[src/rtl/h14tx_pkg.sv]
// Shared types, constants and the BCH step function for the HDMI 1.4 TX data-island path.
package h14tx_pkg;

    // One TERC4 input nibble.
    typedef logic [3:0] data_t;

    // Current sync levels. h lands on ch0[0] and v on ch0[1].
    typedef struct packed {
        logic v;
        logic h;
    } sync_timings_t;

    // Data-island packet: 24-bit header plus four 56-bit subpackets.
    typedef struct packed {
        logic [23:0]      header;
        logic [3:0][55:0] sub;
    } packet_t;

    typedef logic [7:0] ecc_t;

    typedef enum logic [0:0] {
        StIdle,
        StEmit
    } enc_state_e;

    localparam int DiPacketCycles = 32;
    localparam int HeaderBits     = 24;
    // Cycles spent on subpacket payload; the remaining cycles carry the ECC.
    localparam int SubDataCycles  = 28;
    localparam logic [7:0] BchPoly = 8'h83;

    // One serial step of the G(x)=1+x^6+x^7+x^8 LFSR, data LSB first.
    function automatic ecc_t bch_step(input ecc_t e, input logic b);
        logic fb;
        fb = e[0] ^ b;
        return (e >> 1) ^ (fb ? BchPoly : 8'h00);
    endfunction

endpackage

[src/rtl/h14tx_bch_ecc.sv]
// Serial BCH ECC generator: absorbs BITS_PER_CYCLE data bits per enabled cycle,
// then shifts the frozen parity out LSB first, BITS_PER_CYCLE bits per cycle.
module h14tx_bch_ecc
    import h14tx_pkg::*;
#(
    parameter int unsigned BITS_PER_CYCLE = 1
) (
    input  logic                      clk,
    input  logic                      rst,
    input  logic                      clear,
    input  logic                      en,
    input  logic [BITS_PER_CYCLE-1:0] d,
    input  logic                      shift,
    output logic [BITS_PER_CYCLE-1:0] ecc_bits
);

    ecc_t e_q, e_d, stepped;

    // Apply the serial step once per input bit, lowest bit first.
    always_comb begin
        stepped = e_q;
        for (int i = 0; i < int'(BITS_PER_CYCLE); i++) begin
            stepped = bch_step(stepped, d[i]);
        end
    end

    // Clear wins over absorb and shift so a back-to-back island starts clean.
    always_comb begin
        e_d = e_q;
        if (clear) begin
            e_d = '0;
        end else if (en) begin
            e_d = stepped;
        end else if (shift) begin
            e_d = e_q >> BITS_PER_CYCLE;
        end
    end

    // LFSR state register.
    always_ff @(posedge clk) begin
        if (rst) begin
            e_q <= '0;
        end else begin
            e_q <= e_d;
        end
    end

    assign ecc_bits = e_q[BITS_PER_CYCLE-1:0];

endmodule

[src/rtl/h14tx_packet_encoder.sv]
// Data-island packet encoder: serialises one packet into 32 cycles of TERC4 nibbles on
// channels 0-2 with on-the-fly BCH ECC.
// Optional feature macro: H14TX_NULL_PACKET_EN (emit a null packet when start finds no packet).
module h14tx_packet_encoder
    import h14tx_pkg::*;
#(
    parameter int unsigned SYNC_REG = 1
) (
    input  logic          clk,
    input  logic          rst,
    input  logic          start,
    input  logic          pkt_valid,
    output logic          pkt_ready,
    input  packet_t       pkt,
    input  sync_timings_t sync,
    output logic          di_valid,
    output data_t [2:0]   di_data,
    output logic          underflow
);

    enc_state_e    state_q, state_d;
    logic [4:0]    cnt_q, cnt_d;
    packet_t       pkt_q, pkt_d;
    logic          underflow_q, underflow_d;
    logic          ecc_clear;
    logic          emit;
    logic          last;
    logic          take;
    logic          hdr_phase;
    logic          sub_phase;
    sync_timings_t sync_cur;

    logic [31:0]      hdr_word;
    logic [0:0]       hdr_d;
    logic [0:0]       hdr_ecc;
    logic [3:0][1:0]  sub_d;
    logic [3:0][1:0]  sub_ecc;

    assign emit      = (state_q == StEmit);
    assign last      = emit && (cnt_q == 5'(DiPacketCycles - 1));
    // A start in the final emission cycle chains the next island with no bubble.
    assign take      = start && ((state_q == StIdle) || last);
    assign hdr_phase = (cnt_q < 5'(HeaderBits));
    assign sub_phase = (cnt_q < 5'(SubDataCycles));

    // Next-state, packet latch, ECC clear and handshake.
    always_comb begin
        state_d     = state_q;
        cnt_d       = cnt_q;
        pkt_d       = pkt_q;
        underflow_d = underflow_q;
        pkt_ready   = 1'b0;
        ecc_clear   = 1'b0;

        unique case (state_q)
            StIdle: ;
            StEmit: begin
                cnt_d = cnt_q + 5'd1;
                if (last) begin
                    state_d = StIdle;
                end
            end
            default: state_d = StIdle;
        endcase

        if (take) begin
            if (pkt_valid) begin
                pkt_d     = pkt;
                pkt_ready = !rst;
                ecc_clear = 1'b1;
                state_d   = StEmit;
                cnt_d     = '0;
            end else begin
                underflow_d = 1'b1;
`ifdef H14TX_NULL_PACKET_EN
                pkt_d     = '0;
                ecc_clear = 1'b1;
                state_d   = StEmit;
                cnt_d     = '0;
`else
                state_d   = StIdle;
                cnt_d     = '0;
`endif
            end
        end
    end

    // FSM, counter, packet and sticky underflow registers.
    always_ff @(posedge clk) begin
        if (rst) begin
            state_q     <= StIdle;
            cnt_q       <= '0;
            pkt_q       <= '0;
            underflow_q <= 1'b0;
        end else begin
            state_q     <= state_d;
            cnt_q       <= cnt_d;
            pkt_q       <= pkt_d;
            underflow_q <= underflow_d;
        end
    end

    assign underflow = underflow_q;

    // Sync path: registered to line up with the data path, or passed straight through.
    if (SYNC_REG != 0) begin : g_sync_reg
        sync_timings_t sync_q;

        // One-cycle sync delay register.
        always_ff @(posedge clk) begin
            if (rst) begin
                sync_q <= '0;
            end else begin
                sync_q <= sync;
            end
        end

        assign sync_cur = sync_q;
    end else begin : g_sync_comb
        assign sync_cur = sync;
    end

    // Header: one bit per cycle for the first 24 cycles, then 8 parity bits.
    assign hdr_word = {8'h00, pkt_q.header};
    assign hdr_d    = hdr_word[cnt_q];

    h14tx_bch_ecc #(
        .BITS_PER_CYCLE(1)
    ) u_hdr_ecc (
        .clk      (clk),
        .rst      (rst),
        .clear    (ecc_clear),
        .en       (emit && hdr_phase),
        .d        (hdr_d),
        .shift    (emit && !hdr_phase),
        .ecc_bits (hdr_ecc)
    );

    // Subpackets: two bits per cycle for 28 cycles, then 8 parity bits over 4 cycles.
    for (genvar k = 0; k < 4; k++) begin : g_sub_ecc
        logic [63:0] sub_word;

        assign sub_word = {8'h00, pkt_q.sub[k]};
        assign sub_d[k] = sub_word[{cnt_q, 1'b0} +: 2];

        h14tx_bch_ecc #(
            .BITS_PER_CYCLE(2)
        ) u_sub_ecc (
            .clk      (clk),
            .rst      (rst),
            .clear    (ecc_clear),
            .en       (emit && sub_phase),
            .d        (sub_d[k]),
            .shift    (emit && !sub_phase),
            .ecc_bits (sub_ecc[k])
        );
    end

    // Nibble assembly; everything reads zero outside an island.
    always_comb begin
        di_valid = 1'b0;
        di_data  = '0;
        if (emit) begin
            di_valid      = 1'b1;
            di_data[0][0] = sync_cur.h;
            di_data[0][1] = sync_cur.v;
            di_data[0][2] = hdr_phase ? hdr_d[0] : hdr_ecc[0];
            di_data[0][3] = (cnt_q != 5'd0);
            for (int k = 0; k < 4; k++) begin
                di_data[1][k] = sub_phase ? sub_d[k][0] : sub_ecc[k][0];
                di_data[2][k] = sub_phase ? sub_d[k][1] : sub_ecc[k][1];
            end
        end
    end

    // The scheduler never restarts an island before its last cycle.
    start_spacing_a : assert property (@(posedge clk) disable iff (rst)
        !(start && emit && !last));

endmodule

[config.mk]
export PLATFORM = sky130hd
export DESIGN_NAME = h14tx_packet_encoder
export DESIGN_NICKNAME = d
export VERILOG_FILES = /design/src/rtl/h14tx_pkg.sv /design/src/rtl/h14tx_bch_ecc.sv /design/src/rtl/h14tx_packet_encoder.sv
export SDC_FILE = /design/constraint.sdc
export NUM_CORES = 1
export LEC_CHECK = 0
export CORE_AREA = 5 5 151 189
export CTS_CLUSTER_DIAMETER = 60
export DETAILED_ROUTE_END_ITERATION = 8
export DIE_AREA = 0 0 156 194
export PLACE_DENSITY = 0.76
export SLEW_MARGIN = 20
export SYNTH_ARGS = -nofsm -noshare
export SYNTH_HDL_FRONTEND = slang
export SYNTH_SLANG_ARGS = --single-unit
[constraint.sdc]
create_clock -name clk -period 2.7 [get_ports clk]
set_clock_uncertainty 0.2 [all_clocks]
set_input_delay 0.27 -clock clk [delete_from_list [all_inputs] [get_ports clk]]
set_output_delay 0.27 -clock clk [all_outputs]
set_load 0.005 [all_outputs]
==> results.cfg, run 1 <==
[synthesis]
synth_most_common_cell = dfxtp_1
netlist_area_sq_um = 11900
synth.distinct_cells = 52
yosysWarningCount = 0
yosys_most_used_dff = dfxtp_1
synth_nets = 1283
avgSynthCellArea_sq_um = 11.6
synth_common_cells = dfxtp_1 (297), a22o_1 (248), mux2i_1 (84)
synth.area.top_cells = dfxtp_1 (50%), a22o_1 (18%), mux2i_1 (7.0%)
synth_seq_area_share_pct = 49.8
synth-seq-cells = 297
syn_inst = 1026
synth_top_area_cell = dfxtp_1
synth_top_area_share_pct = 49.8
synth_edf_count = 0
async_reset_ff_share_pct = 0

[layout]
drive_gt1_share_pct = 25.8
final_util_pct = 71.2
finalNonFillerCells = 1793
final_nets = 1680
multi_input_area_sq_um = 5870
synthToLayoutAreaGrowth_pct = 58.5
regArea_sq_um = 5950
fill_cells = 1641
final_area_sq_um = 18900

[drt]
routed-via-count = 10800
drc = 0
drt-pass1-iter-count = 7
wl_per_cell_microns = 25.8
drt-vias-per-instance = 6.04
antenna_left = 0
drt_iter0_drc = 948
drt_wl_total_microns = 46300

[global_route]
grt_pass1_vias = 10200
grt_pass1_wl_microns = 58900
grt_max_degree = 68
grt_usage_pct = 24.3
grt_remaining_overflow = 0
antenna_found_initial = 5

[cts]
cts_tree = yes
h-tree-depth = 1
cts_inserted_buffers = 29
insertion_delay_ps = 560
cts_max_path_buffers = 3
postCtsHoldBufs = 0
clkSinkCount = 297
cts-root-buf = clkbuf_16
path_clk_slew_ps = 60

[power_and_ir_drop]
p_per_area_nw_per_um2 = 573
pwr-share-clk_pct = 40.6
p_switching_mw = 2.60
seqPwrFrac_pct = 43.7
irDropWorstVdd_v = 0.000498
p_comb_share_pct = 15.6
power_mw = 10.8
p_leak_nw = 7.35
p_int_mw = 8.23
switching_share_pct = 24.0

[sta]
finalCriticalPeriod_ps = 3040
hold_viol_final = 0
rsz0062_at_grt = yes
slew_violations = 0
max_slew_margin_pct = 65.9
whs_ps = 94.4
timing.final.crit_share_pct = 113
fmax_ghz = 0.329
setup_viol = 133
worst_slack_ps = -340
worstMarginPinSlew_ps = 510

[placed_design]
hpwl_microns = 25600
dpl_cell_area_sq_um = 15400
port_buffers = 268
gp_congestion = 0.839
dpl.cell_count = 1621

[die]
fp.dieArea_sq_um = 30300
std_cell_rows = 67
die_w_microns = 156
initial_core_util_pct = 44.9
ioPinCount = 269
fp.dieH_microns = 194
coreArea_sq_um = 26600

[job]
drv_cap = 0

[run_status]
violations = setup timing
status = finished, violations left

[critical_path]
arrival_ps = 2570
path_class = register to primary output
required_ps = 2230
worst-path-max-fanout = 7
r2r_start = cnt_q[0]
critPathLaunchType = register
endpoint_kind = primary output
crit_start = cnt_q[1]

[min_path]
hp-start = sync[1]
min_path_type = input pin to register
-- layout by cell type (no fill, tap or decap), drive strengths merged, types with 2 or more instances in the layout --
cell	count
a22o	248
nand2	41
mux2i	84
ha	3
xnor2	10
and3	4
a31oi	2
a21oi	33
nand2b	4
xor2	13
dfxtp	297
a211oi	3
inv	5
and2	5
a21boi	4
or2	2
clkinv	8
a22oi	15
o211ai	8
a221oi	4
nand4	5
diode	4
nor2b	17
o21ai	6
clkbuf	62
clkinvlp	2
buf	179
clkdlybuf4s50	257
mux2	8
nand3	16
nor2	49
bufinv	6
mux4	34
-- repair_timing --
item                                    CTS  global route
endpoints found under the hold margin     0             0
cloned                                   13            43
buffers inserted                         54            25
resized for setup                       154           101
endpoints found under the setup margin  223           263
pin swaps                                36            99
-- power groups by stage --
| stage | clock network (mW) | registers [mW] | logic [mW] |
|---|---|---|---|
| floorplan | 0 | 4.76 | 0.571 |
| global placement | 0 | 4.80 | 1.15 |
| detailed placement | 0 | 4.80 | 1.16 |
| CTS | 4.40 | 4.72 | 1.38 |
| global route | 4.62 | 4.75 | 1.75 |
| finish | 4.40 | 4.74 | 1.69 |
-- sequential cells by signal (all words and copies together), names as in the netlist --
name                     count
cnt_q                        5
emit                         1
g_sub_ecc.sub_word         224
g_sub_ecc.u_sub_ecc.e_q     32
g_sync_reg.sync_q            2
hdr_word                    24
u_hdr_ecc.e_q                8
underflow                    1
-- final cells by class --
type,instances,area share [%]
Clock inverter,17,1.36
Sequential cell,297,31.5
Multi-Input combinational cell,626,31.0
Inverter,4,0.0860
Clock buffer,35,4.06
Antenna cell,4,0.0529
Tap cell,345,2.28
Timing Repair Buffer,465,29.6
-- path summary, 6_finish.rpt --
| path | endpoint | slack [ps] | cells after the start |
|---|---|---|---|
| worst min-delay path | g_sync_reg.sync_q[1] | 90 | 2 |
| worst max-delay path | di_data[2] | -340 | 7 |
| worst min register to register | g_sub_ecc[3].sub_word[16] | 270 | 1 |
| worst max register to register | g_sub_ecc[0].u_sub_ecc.e_q[1] | -270 | 15 |
-- stage by stage --
stage	setup TNS, ps	setup slack [ps]
after global routing	-15760	-384
after global placement	-4110	-140
after CTS	-3420	-305
after detailed placement	-11110	-157
after floorplan	-16580	-82.6
final	-7570	-340
-- kinds of logic (layout without fill, tap and decap cells) --
kind of cell	Yosys count	after routing	synth area share [%]
AOI/OAI and AO/OA	327	327	22.6
muxes	126	126	14.7
DFF	297	297	49.8
other	0	4	0
buffers and inverters	103	521	5.09
adders and majority gates	3	3	0.315
xor gates and xnor gates	23	23	1.75
and+or+nand+nor	147	147	5.74
-- worst max-delay path: stages (launching register included) --
cell and delay (ps):
dfxtp_4 460, buf_12 150, buf_8 110, mux4_2 300, mux4_2 520, mux2i_1 230
nor2b_2 110, buf_2 140
-- layer usage --
metal	global-route usage [%]	vias up	wire length [microns]
met1	32.0	5269	17300
met4	6.62	2	1810
met5	0	-	11
li1	-	4717	-
met2	41.1	717	22800
met3	4.13	122	4350
Note: power is estimated with default switching activity, not from simulation.
==> run 2, diff against run 1 <==
SLEW_MARGIN = not set   (was 20)
==> results of run 2 <==
Final layout, timing and power as in run 1 (identical DEF).
